`src/rtl/phase_scheduler.sv`:
```
// rtl/phase_scheduler.sv - tick-driven two-road light sequencer with adaptive green and pedestrian walk
module phase_scheduler #(
  parameter int TICK_DIV  = 4,
  parameter int MIN_GREEN = 3,
  parameter int MAX_GREEN = 6,
  parameter int YELLOW_T  = 2,
  parameter int ALLRED_T  = 1,
  parameter int WALK_T    = 4
) (
  input  logic       clk,
  input  logic       reset,
  input  logic       pedButton,
  input  logic [2:0] mainTrafficIn,
  input  logic [2:0] sideTrafficIn,
  output logic       MG,
  output logic       MY,
  output logic       MR,
  output logic       SG,
  output logic       SY,
  output logic       SR,
  output logic       pedLight,
  output logic [2:0] phase
);

  localparam logic [2:0] MAIN_GREEN  = 3'd0;
  localparam logic [2:0] MAIN_YELLOW = 3'd1;
  localparam logic [2:0] ALL_RED     = 3'd2;
  localparam logic [2:0] SIDE_GREEN  = 3'd3;
  localparam logic [2:0] SIDE_YELLOW = 3'd4;
  localparam logic [2:0] PED_WALK    = 3'd5;

  localparam int PW = $clog2(TICK_DIV);
  localparam logic [PW-1:0] PRE_LAST = PW'(TICK_DIV - 1);

  localparam logic [5:0] T_MIN  = 6'(MIN_GREEN - 1);
  localparam logic [5:0] T_MAX  = 6'(MAX_GREEN - 1);
  localparam logic [5:0] T_YEL  = 6'(YELLOW_T - 1);
  localparam logic [5:0] T_AR   = 6'(ALLRED_T - 1);
  localparam logic [5:0] T_WALK = 6'(WALK_T - 1);

  // lamp vector order: {MG, MY, MR, SG, SY, SR, pedLight}
  localparam logic [6:0] LAMPS_RESET = 7'b0010010;

  logic [PW-1:0] presc;
  logic          tick;
  logic [5:0]    timer;
  logic [2:0]    state;
  logic [2:0]    next_state;
  logic          last_dir;
  logic          ped_s1;
  logic          ped_s2;
  logic          ped_s3;
  logic          ped_rise;
  logic          ped_pending;
  logic          enter_walk;
  logic [6:0]    lamps;
  logic [6:0]    lamps_next;

  assign tick       = (presc == PRE_LAST);
  assign ped_rise   = ped_s2 & ~ped_s3;
  assign enter_walk = (next_state == PED_WALK) && (state != PED_WALK);

  always_comb begin
    next_state = state;
    case (state)
      MAIN_GREEN: begin
        if (tick && (((timer >= T_MIN) && ((sideTrafficIn > mainTrafficIn) || ped_pending)) ||
                     ((timer >= T_MAX) && ((sideTrafficIn != 3'd0) || ped_pending))))
          next_state = MAIN_YELLOW;
      end
      MAIN_YELLOW: begin
        if (tick && (timer == T_YEL)) next_state = ALL_RED;
      end
      ALL_RED: begin
        if (tick && (timer == T_AR)) begin
          if (ped_pending)   next_state = PED_WALK;
          else if (last_dir) next_state = MAIN_GREEN;
          else               next_state = SIDE_GREEN;
        end
      end
      SIDE_GREEN: begin
        if (tick && (((timer >= T_MIN) && ((sideTrafficIn <= mainTrafficIn) || ped_pending)) ||
                     (timer >= T_MAX)))
          next_state = SIDE_YELLOW;
      end
      SIDE_YELLOW: begin
        if (tick && (timer == T_YEL)) next_state = ALL_RED;
      end
      PED_WALK: begin
        if (tick && (timer == T_WALK)) next_state = last_dir ? MAIN_GREEN : SIDE_GREEN;
      end
      default: next_state = ALL_RED;
    endcase
  end

  // Lamps are decoded from the upcoming state so they land on the same edge as the state.
  always_comb begin
    lamps_next = LAMPS_RESET;
    case (next_state)
      MAIN_GREEN:  lamps_next = 7'b1000010;
      MAIN_YELLOW: lamps_next = 7'b0100010;
      ALL_RED:     lamps_next = 7'b0010010;
      SIDE_GREEN:  lamps_next = 7'b0011000;
      SIDE_YELLOW: lamps_next = 7'b0010100;
      PED_WALK:    lamps_next = 7'b0010011;
      default:     lamps_next = LAMPS_RESET;
    endcase
  end

  always_ff @(posedge clk or posedge reset) begin
    if (reset) begin
      presc       <= '0;
      timer       <= '0;
      state       <= ALL_RED;
      last_dir    <= 1'b1;
      ped_s1      <= 1'b0;
      ped_s2      <= 1'b0;
      ped_s3      <= 1'b0;
      ped_pending <= 1'b0;
      lamps       <= LAMPS_RESET;
    end else begin
      presc  <= tick ? '0 : presc + PW'(1);
      ped_s1 <= pedButton;
      ped_s2 <= ped_s1;
      ped_s3 <= ped_s2;
      // A fresh press on the walk-entry edge must survive the clear.
      if (ped_rise)        ped_pending <= 1'b1;
      else if (enter_walk) ped_pending <= 1'b0;
      if (next_state != state) begin
        timer <= '0;
        if (next_state == ALL_RED) begin
          if (state == MAIN_YELLOW)      last_dir <= 1'b0;
          else if (state == SIDE_YELLOW) last_dir <= 1'b1;
        end
      end else if (tick && (timer != 6'd63)) begin
        timer <= timer + 6'd1;
      end
      state <= next_state;
      lamps <= lamps_next;
    end
  end

  assign {MG, MY, MR, SG, SY, SR, pedLight} = lamps;
  assign phase = state;

endmodule

```
`config.mk`:
```
export PLATFORM = sky130hd
export DESIGN_NAME = phase_scheduler
export DESIGN_NICKNAME = d
export VERILOG_FILES = /design/src/rtl/phase_scheduler.sv
export SDC_FILE = /design/constraint.sdc
export NUM_CORES = 1
export LEC_CHECK = 0
export CORE_ASPECT_RATIO = 1.2
export CORE_MARGIN = 2
export CORE_UTILIZATION = 50
export DETAILED_ROUTE_END_ITERATION = 12
export GPL_TIMING_DRIVEN = 0
export PLACE_DENSITY = 0.81
export SYNTH_ARGS = -nofsm -noshare
export SYNTH_HDL_FRONTEND = slang
export SYNTH_SLANG_ARGS = --single-unit
```
`constraint.sdc`:
```
create_clock -name clk -period 4.3 [get_ports clk]
set_clock_uncertainty 0.15 [all_clocks]
set_input_delay 0.86 -clock clk [delete_from_list [all_inputs] [get_ports clk]]
set_output_delay 0.86 -clock clk [all_outputs]
set_load 0.1 [all_outputs]
```
**After elaboration in Yosys (flattened, before gate mapping)**

Cells that the tools add are included.

- Register bits: 23
- Output and inout port bits: 10
- Word-level logic and storage cells: 73

- $add $sub $neg: 2
- Order comparisons: 4
- Equality and inequality tests: 16
- Multiplexer cells: 16
- Bitwise operators: 2
- Reductions and logical operators: 24

Operator list:

| operator | number |
|---|---|
| $pmux W7 S5 | 1 |
| $mux W3 | 6 |
| $pmux W3 S5 | 1 |
| $eq A3 B2 Y1 const B | 4 |
| $eq A3 B3 Y1 const B | 4 |
| $mux W6 | 2 |
| $logic_and A1 B1 Y1 | 10 |
| $add A6 B1 Y6 const B | 1 |
| $eq A3 B1 Y1 const B | 2 |
| $eq A6 B1 Y1 const B | 1 |
| $eq A6 B2 Y1 const B | 1 |
| $ge A6 B2 Y1 const B | 1 |
| $ge A6 B3 Y1 const B | 1 |
| $logic_not A3 Y1 | 2 |
| $logic_not A6 Y1 | 1 |
| $ne A6 B6 Y1 const B | 1 |
| $reduce_bool A2 Y1 | 3 |
| $logic_or A1 B1 Y1 | 5 |
| $mux W1 | 4 |
| $mux W2 | 2 |
| $gt A3 B3 Y1 | 1 |
| $le A3 B3 Y1 | 1 |
| $ne A3 B3 Y1 | 1 |
| $ne A3 B3 Y1 const B | 1 |
| other kinds (7) | 7 |

**Depth between registers and ports, before layout**

- Depth in word-level cells: 11
- Mapped depth: 8
- Gate-level depth less buffers: 8

**Worst setup path before layout**

No wires, ideal clock.

- Kind: input-to-reg
- Start: input mainTrafficIn[1]
- End: register timer[0]
- Library setup time: 0.070 ns
- Data arrival time: 2.475 ns
- Data required time: 4.080 ns
- Setup slack: 1.606 ns
- Stages: 7
- Cell sequence: inv_1 ha_1 a2111oi_4 nor4_1 or4_4 a31o_4 nor2_2

- Word-level cells in the longest chain between the ends: 9

Ends and longest elaborated chain:

| item | line | text |
|---|---|---|
| start, declared | 13 | `input logic [2:0] mainTrafficIn,` |
| $le A3 B3 Y1 or $gt A3 B3 Y1 (tied branches) | 82, 67 |  |
| $logic_or A1 B1 Y1 (on tied branches) | 82, 67 |  |
| $logic_and A1 B1 Y1 (on tied branches) | 82, 67 |  |
| $logic_or A1 B1 Y1 (on tied branches) | 82, 67 |  |
| $logic_and A1 B1 Y1 (on tied branches) | 82, 67 |  |
| $mux W3 (on tied branches) | 82, 67 |  |
| $pmux W3 S5 * | 65 | `case (state)` |
| $ne A3 B3 Y1 * | 129 | `if (next_state != state) begin` |
| $mux W6 or $reduce_bool A2 Y1 (tied branches) | - |  |
| end signal, assigned | 136 | `timer <= timer + 6'd1;` |
| end, declared | 46 | `logic [5:0] timer;` |

Mark *: on every way between the ends. The rest lies on a longest branch, timed or not.
A chain may end at the register's enable or synchronous reset.

**Final worst setup path**

- Start: input mainTrafficIn[1]
- End: register lamps[1]

- Word-level cells in the longest chain between the ends: 9

Ends and longest elaborated chain:

| item | line | text |
|---|---|---|
| $le A3 B3 Y1 or $gt A3 B3 Y1 (tied branches) | 82, 67 |  |
| $logic_or A1 B1 Y1 (on tied branches) | 82, 67 |  |
| $logic_and A1 B1 Y1 (on tied branches) | 82, 67 |  |
| $logic_or A1 B1 Y1 (on tied branches) | 82, 67 |  |
| $logic_and A1 B1 Y1 (on tied branches) | 82, 67 |  |
| $mux W3 (on tied branches) | 82, 67 |  |
| $pmux W3 S5 * | 65 |  |
| named net next_state[0] | 48 | `logic [2:0] next_state;` |
| $eq A3 B3 Y1 (tied with other cells) | 99 | `case (next_state)` |
| $pmux W7 S5 * | 99 |  |
| named net lamps_next[1] | 57 | `logic [6:0] lamps_next;` |
| end signal, assigned | 139 | `lamps <= lamps_next;` |
| end, declared | 56 | `logic [6:0] lamps;` |

The timed path passes the listed nets; every way through them passes the cells marked *.

==> results.md <==
- The core utilization of the finished layout is a little over three fifths.
- The slew at the pin with the worst max-slew slack is 0.984 ns.
- The number of cells on the worst reg-to-reg path is 8.
- When the netlist entered floorplanning its net count stood at 149.
- After detailed routing, the number of vias per cell comes to around 5.8.
- After clock tree synthesis, the clock-pin slew on the worst setup and hold paths is roughly 0.12 ns.
- The first-pass detailed-route iteration total is 5.
- The startpoint identified for the worst register-to-register timing path is timer[1].
- The endpoint identified for the worst register-to-register timing path is timer[2].
- The post-layout net count is 172.
- The tree built by TritonCTS fans out to 23 sinks.
- The clock latency on the worst-skew pair is 0.31 ns.
- Dividing total power by cell area gives a power density of roughly 710 mW/mm^2.
- The netlist area before placement is approximately 0.0013 sq mm.
- The required time at the worst-slack endpoint is 4.41 ns.
- Synthesis produced a netlist whose cell count is 131.
- The global-route wire length before repair is 4410 microns.
- STA classifies the critical path startpoint as a primary input.
- The top-area cell type share of the netlist area is a little over a third.
- The maximum ir drop on the vdd rail is 461 uV.
- In the routed design, unresolved DRC markers number 0.
- Net switching is 53.8% of the power.
- The initialized floorplan defines 20 standard-cell rows.
- The number of H-tree levels is 1.
- The synthesis warning total is 0.
- The all-layer global routing usage is 19.3%.
- Of the total power, registers draw 29.5%.
- The analysis attributes to net switching a power of 0.601 mW.
- In this run, the combinational gates consume 61.7% of the power.
- After detailed routing, the average wire length per cell comes to 14.6 microns.
- The floorplan step set the die width to approximately 51 microns.
- The leakage power total is 0.681 nW.
- The element type at the critical path end is a flip-flop.
- The synthesized design spends more area on one cell type than any other, namely dfrtp_1.
- The maximum fanout along the worst path is 6.
- During placement, the flow inserted port buffers numbering 18.
- Setup repair after global routing left no endpoint under its margin.
- The path with the worst hold slack has its endpoint at ped_s2.
- In this run, synthesis produced a sequential element count of 23.
- Across all register-to-register paths, the minimum setup slack is ~1.5 ns.
- The most common cell after layout, fill and taps aside is dfrtp_1.
- Entering global routing, the biggest net connects 24 pins.
- Traced cell by cell, the critical path runs through clkdlybuf4s50_1 > inv_1 > ha_1 > a211oi_1 > nor3_1 > o31ai_1 > nand3_1 > mux2_2.
- Summed over all layers, the global routing overflow is 0.
- The number of pins exceeding their max-slew limit in the final report is 0.
- The routed layout has 1,071 vias.
- The share of the yosys chip area belonging to registers is 43.6%.
- The data arrival time of the critical path is about 3.3 ns.
- The internal power consumption is about 0.52 mW.
- The final-report hold violation count was 0.
- OpenSTA, run right after detailed placement, puts the worst setup slack at 0.845 ns.
- For this block, the initial DRC count from the detailed router was 42.
- In this run the most critical hold path is launched from ped_s1.
- In the layout the commonest cells are 19 x dfrtp_1, 18 x clkdlybuf4s50_1, 13 x inv_1, 9 x ha_1.
- Timing would allow up to roughly 0.32 GHz.
- 19 I/O pins were placed.
- The post-cts gate resize count is 0.
- The core area is 0.00253 sq mm.
- Among all stages on the critical path, the largest delay is contributed by o31ai_1.
- The total length of routed wires is 2710 microns.
- By area the synthesized netlist is led by dfrtp_1 36%, ha_1 8.5%, dfstp_2 7.9%.
- The worst setup path is of the in2reg kind.
- The post-CTS setup-driven buffer insertion count is 0.
- Setup violations remaining at the end of the flow were counted as 0.
- The number of buffers added to fix hold violations after cts is 0.
- The sum of net half-perimeters after detailed placement is 2040 microns.
- The biggest cell delay along the critical path is 0.52 ns.
- TritonCTS created 3 clock buffers.
- The number of global-route vias before repair is 1,020.
- The worst pin sits at a relative slew slack of 34.2%.
- Routability-driven placement finished with a final weighted congestion of 0.823.
- The CTS tree is built.
- The chip height is 60.5 microns.
- The number of antenna violations at the first check in global routing came to 0.
- For this configuration, the core starts out at a cell density of 52.7%.
- The number of maximum-capacitance constraint violations is 0.
- The die area is 0.00309 sq mm.
- The post-route clock period utilization is 73.2%.
- Once detail routing completed, the nets flagged for antenna violations numbered 0.
- The shortest clock period the worst path allows after layout is about 3.1 ns.
- The flow ran to the end, and the final reports show no timing, DRC or antenna violations.
- The worst min-delay path class is reg2reg.
- The share of final-layout standard cells stronger than drive strength 1 is 17.0%.
- The tree is rooted in a clkbuf_4.
- The number of diodes added for antenna fixing is 0.
- The post-synthesis area per instance is 10.2 sq um.
- Relative to the synthesized area, the layout overhead comes to 18.7%.
- The cell depth of the worst min-delay path is 0.
- The smallest setup slack after layout is approximately 1.2 ns.
- Overall power consumption after layout is estimated at roughly 1.1 mW.
- The maximum number of buffers from clock root to sink is 2.
- Per report_power, the clock group accounts for roughly 8.8% of the total.
- The netlist uses 40 different library cells.
- The total negative setup slack is 0 ns.
state kept, by name, summed over array words and instances, names as in the netlist:
name / count
timer: 6
presc: 2
ped_s1: 1
last_dir: 1
lamps: 7
ped_s3: 1
ped_s2: 1
phase: 3
ped_pending: 1
stage by stage:
step	hold WS (ns)	std cells	cell area, sq um
after floorplan	0.181	131	1330
after global placement	0.186	182	1550
after detailed placement	0.194	182	1550
after CTS	0.222	186	1580
after global routing	0.227	186	1580
final	0.225	186	1580
routing by layer:
layer / part of all wire, % / vias to the layer above / GRT usage, % / routed length [microns]
li1: - / 512 / - / -
met1: 41 / 513 / 21.5 / 1120
met2: 51 / 42 / 33.8 / 1390
met3: 6.1 / 4 / 5.42 / 164
met4: 1.3 / 0 / 9.65 / 35
met5: 0 / - / 0 / 0
cell families (layout without fill, tap and decap cells):
group	after synthesis	after routing	synth area share, %
multiplexers	2	2	1.69
AND/OR/NAND/NOR	51	51	23.0
XOR/XNOR	5	5	3.29
adder cells (fa/ha/maj)	9	9	8.46
AO/OA/AOI/OAI	27	27	15.7
flip-flops	23	23	43.6
buffers and inverters	14	36	4.23
cell type report:
cell class | instances | area (sq um)
multi-input combinational | 94 | 694
fill | 206 | 947
timing repair buffer | 18 | 180
tap | 33 | 41.3
clock inverter | 1 | 5.00
inverter | 13 | 48.8
buffer | 1 | 7.51
sequential | 23 | 581
clock buffer | 3 | 22.5
power groups by stage:
| stage | clock network [mW] | registers, mW | logic (mW) |
|---|---|---|---|
| final | 0.0983 | 0.329 | 0.690 |
| after global routing | 0.113 | 0.334 | 0.732 |
| after CTS | 0.102 | 0.328 | 0.688 |
| after detailed placement | 0 | 0.333 | 0.684 |
| after global placement | 0 | 0.329 | 0.667 |
| after floorplan | 0 | 0.607 | 0.254 |
how the worst max path moves through the flow:
stage	cells past startpoint	slack [ns]	end	from
floorplan	7	1.61	timer[0]	mainTrafficIn[1]
global placement	8	0.91	lamps[1]	mainTrafficIn[1]
detailed placement	8	0.85	lamps[1]	mainTrafficIn[1]
CTS	1	1.16	phase[1]	phase[1]
global route	8	1.09	lamps[1]	mainTrafficIn[1]
finish	8	1.15	lamps[1]	mainTrafficIn[1]
Yosys cell counts, drive strengths merged:
| cell type | number |
|---|---|
| nor4 | 3 |
| a2111oi | 2 |
| or2b | 1 |
| nor2 | 14 |
| or4 | 1 |
| and2b | 1 |
| dfstp | 4 |
| o21a | 1 |
| nand4 | 2 |
| buf | 1 |
| nand2b | 2 |
| nand4b | 1 |
| xor2 | 3 |
| nor4bb | 1 |
| and3 | 3 |
| and2 | 2 |
| xnor2 | 2 |
| dfrtp | 19 |
| o22ai | 1 |
| o21ai | 7 |
| ha | 9 |
| mux2 | 2 |
| nor2b | 4 |
| a211oi | 1 |
| a22oi | 1 |
| nand2 | 8 |
| a31oi | 6 |
| nand3 | 4 |
| a21oi | 3 |
| inv | 13 |
| nor3 | 3 |
| o31ai | 2 |
| a31o | 3 |
| nor3b | 1 |
critical path: cells and delay by family:
| kind | cells | cell delay (ns) |
|---|---|---|
| AOI/OAI and AO/OA | 2 | 0.77 |
| buffers and inverters | 2 | 0.50 |
| and+or+nand+nor | 2 | 0.42 |
| adders and majority gates | 1 | 0.36 |
| muxes | 1 | 0.35 |
No activity file was read; power rests on OpenSTA's default activity.
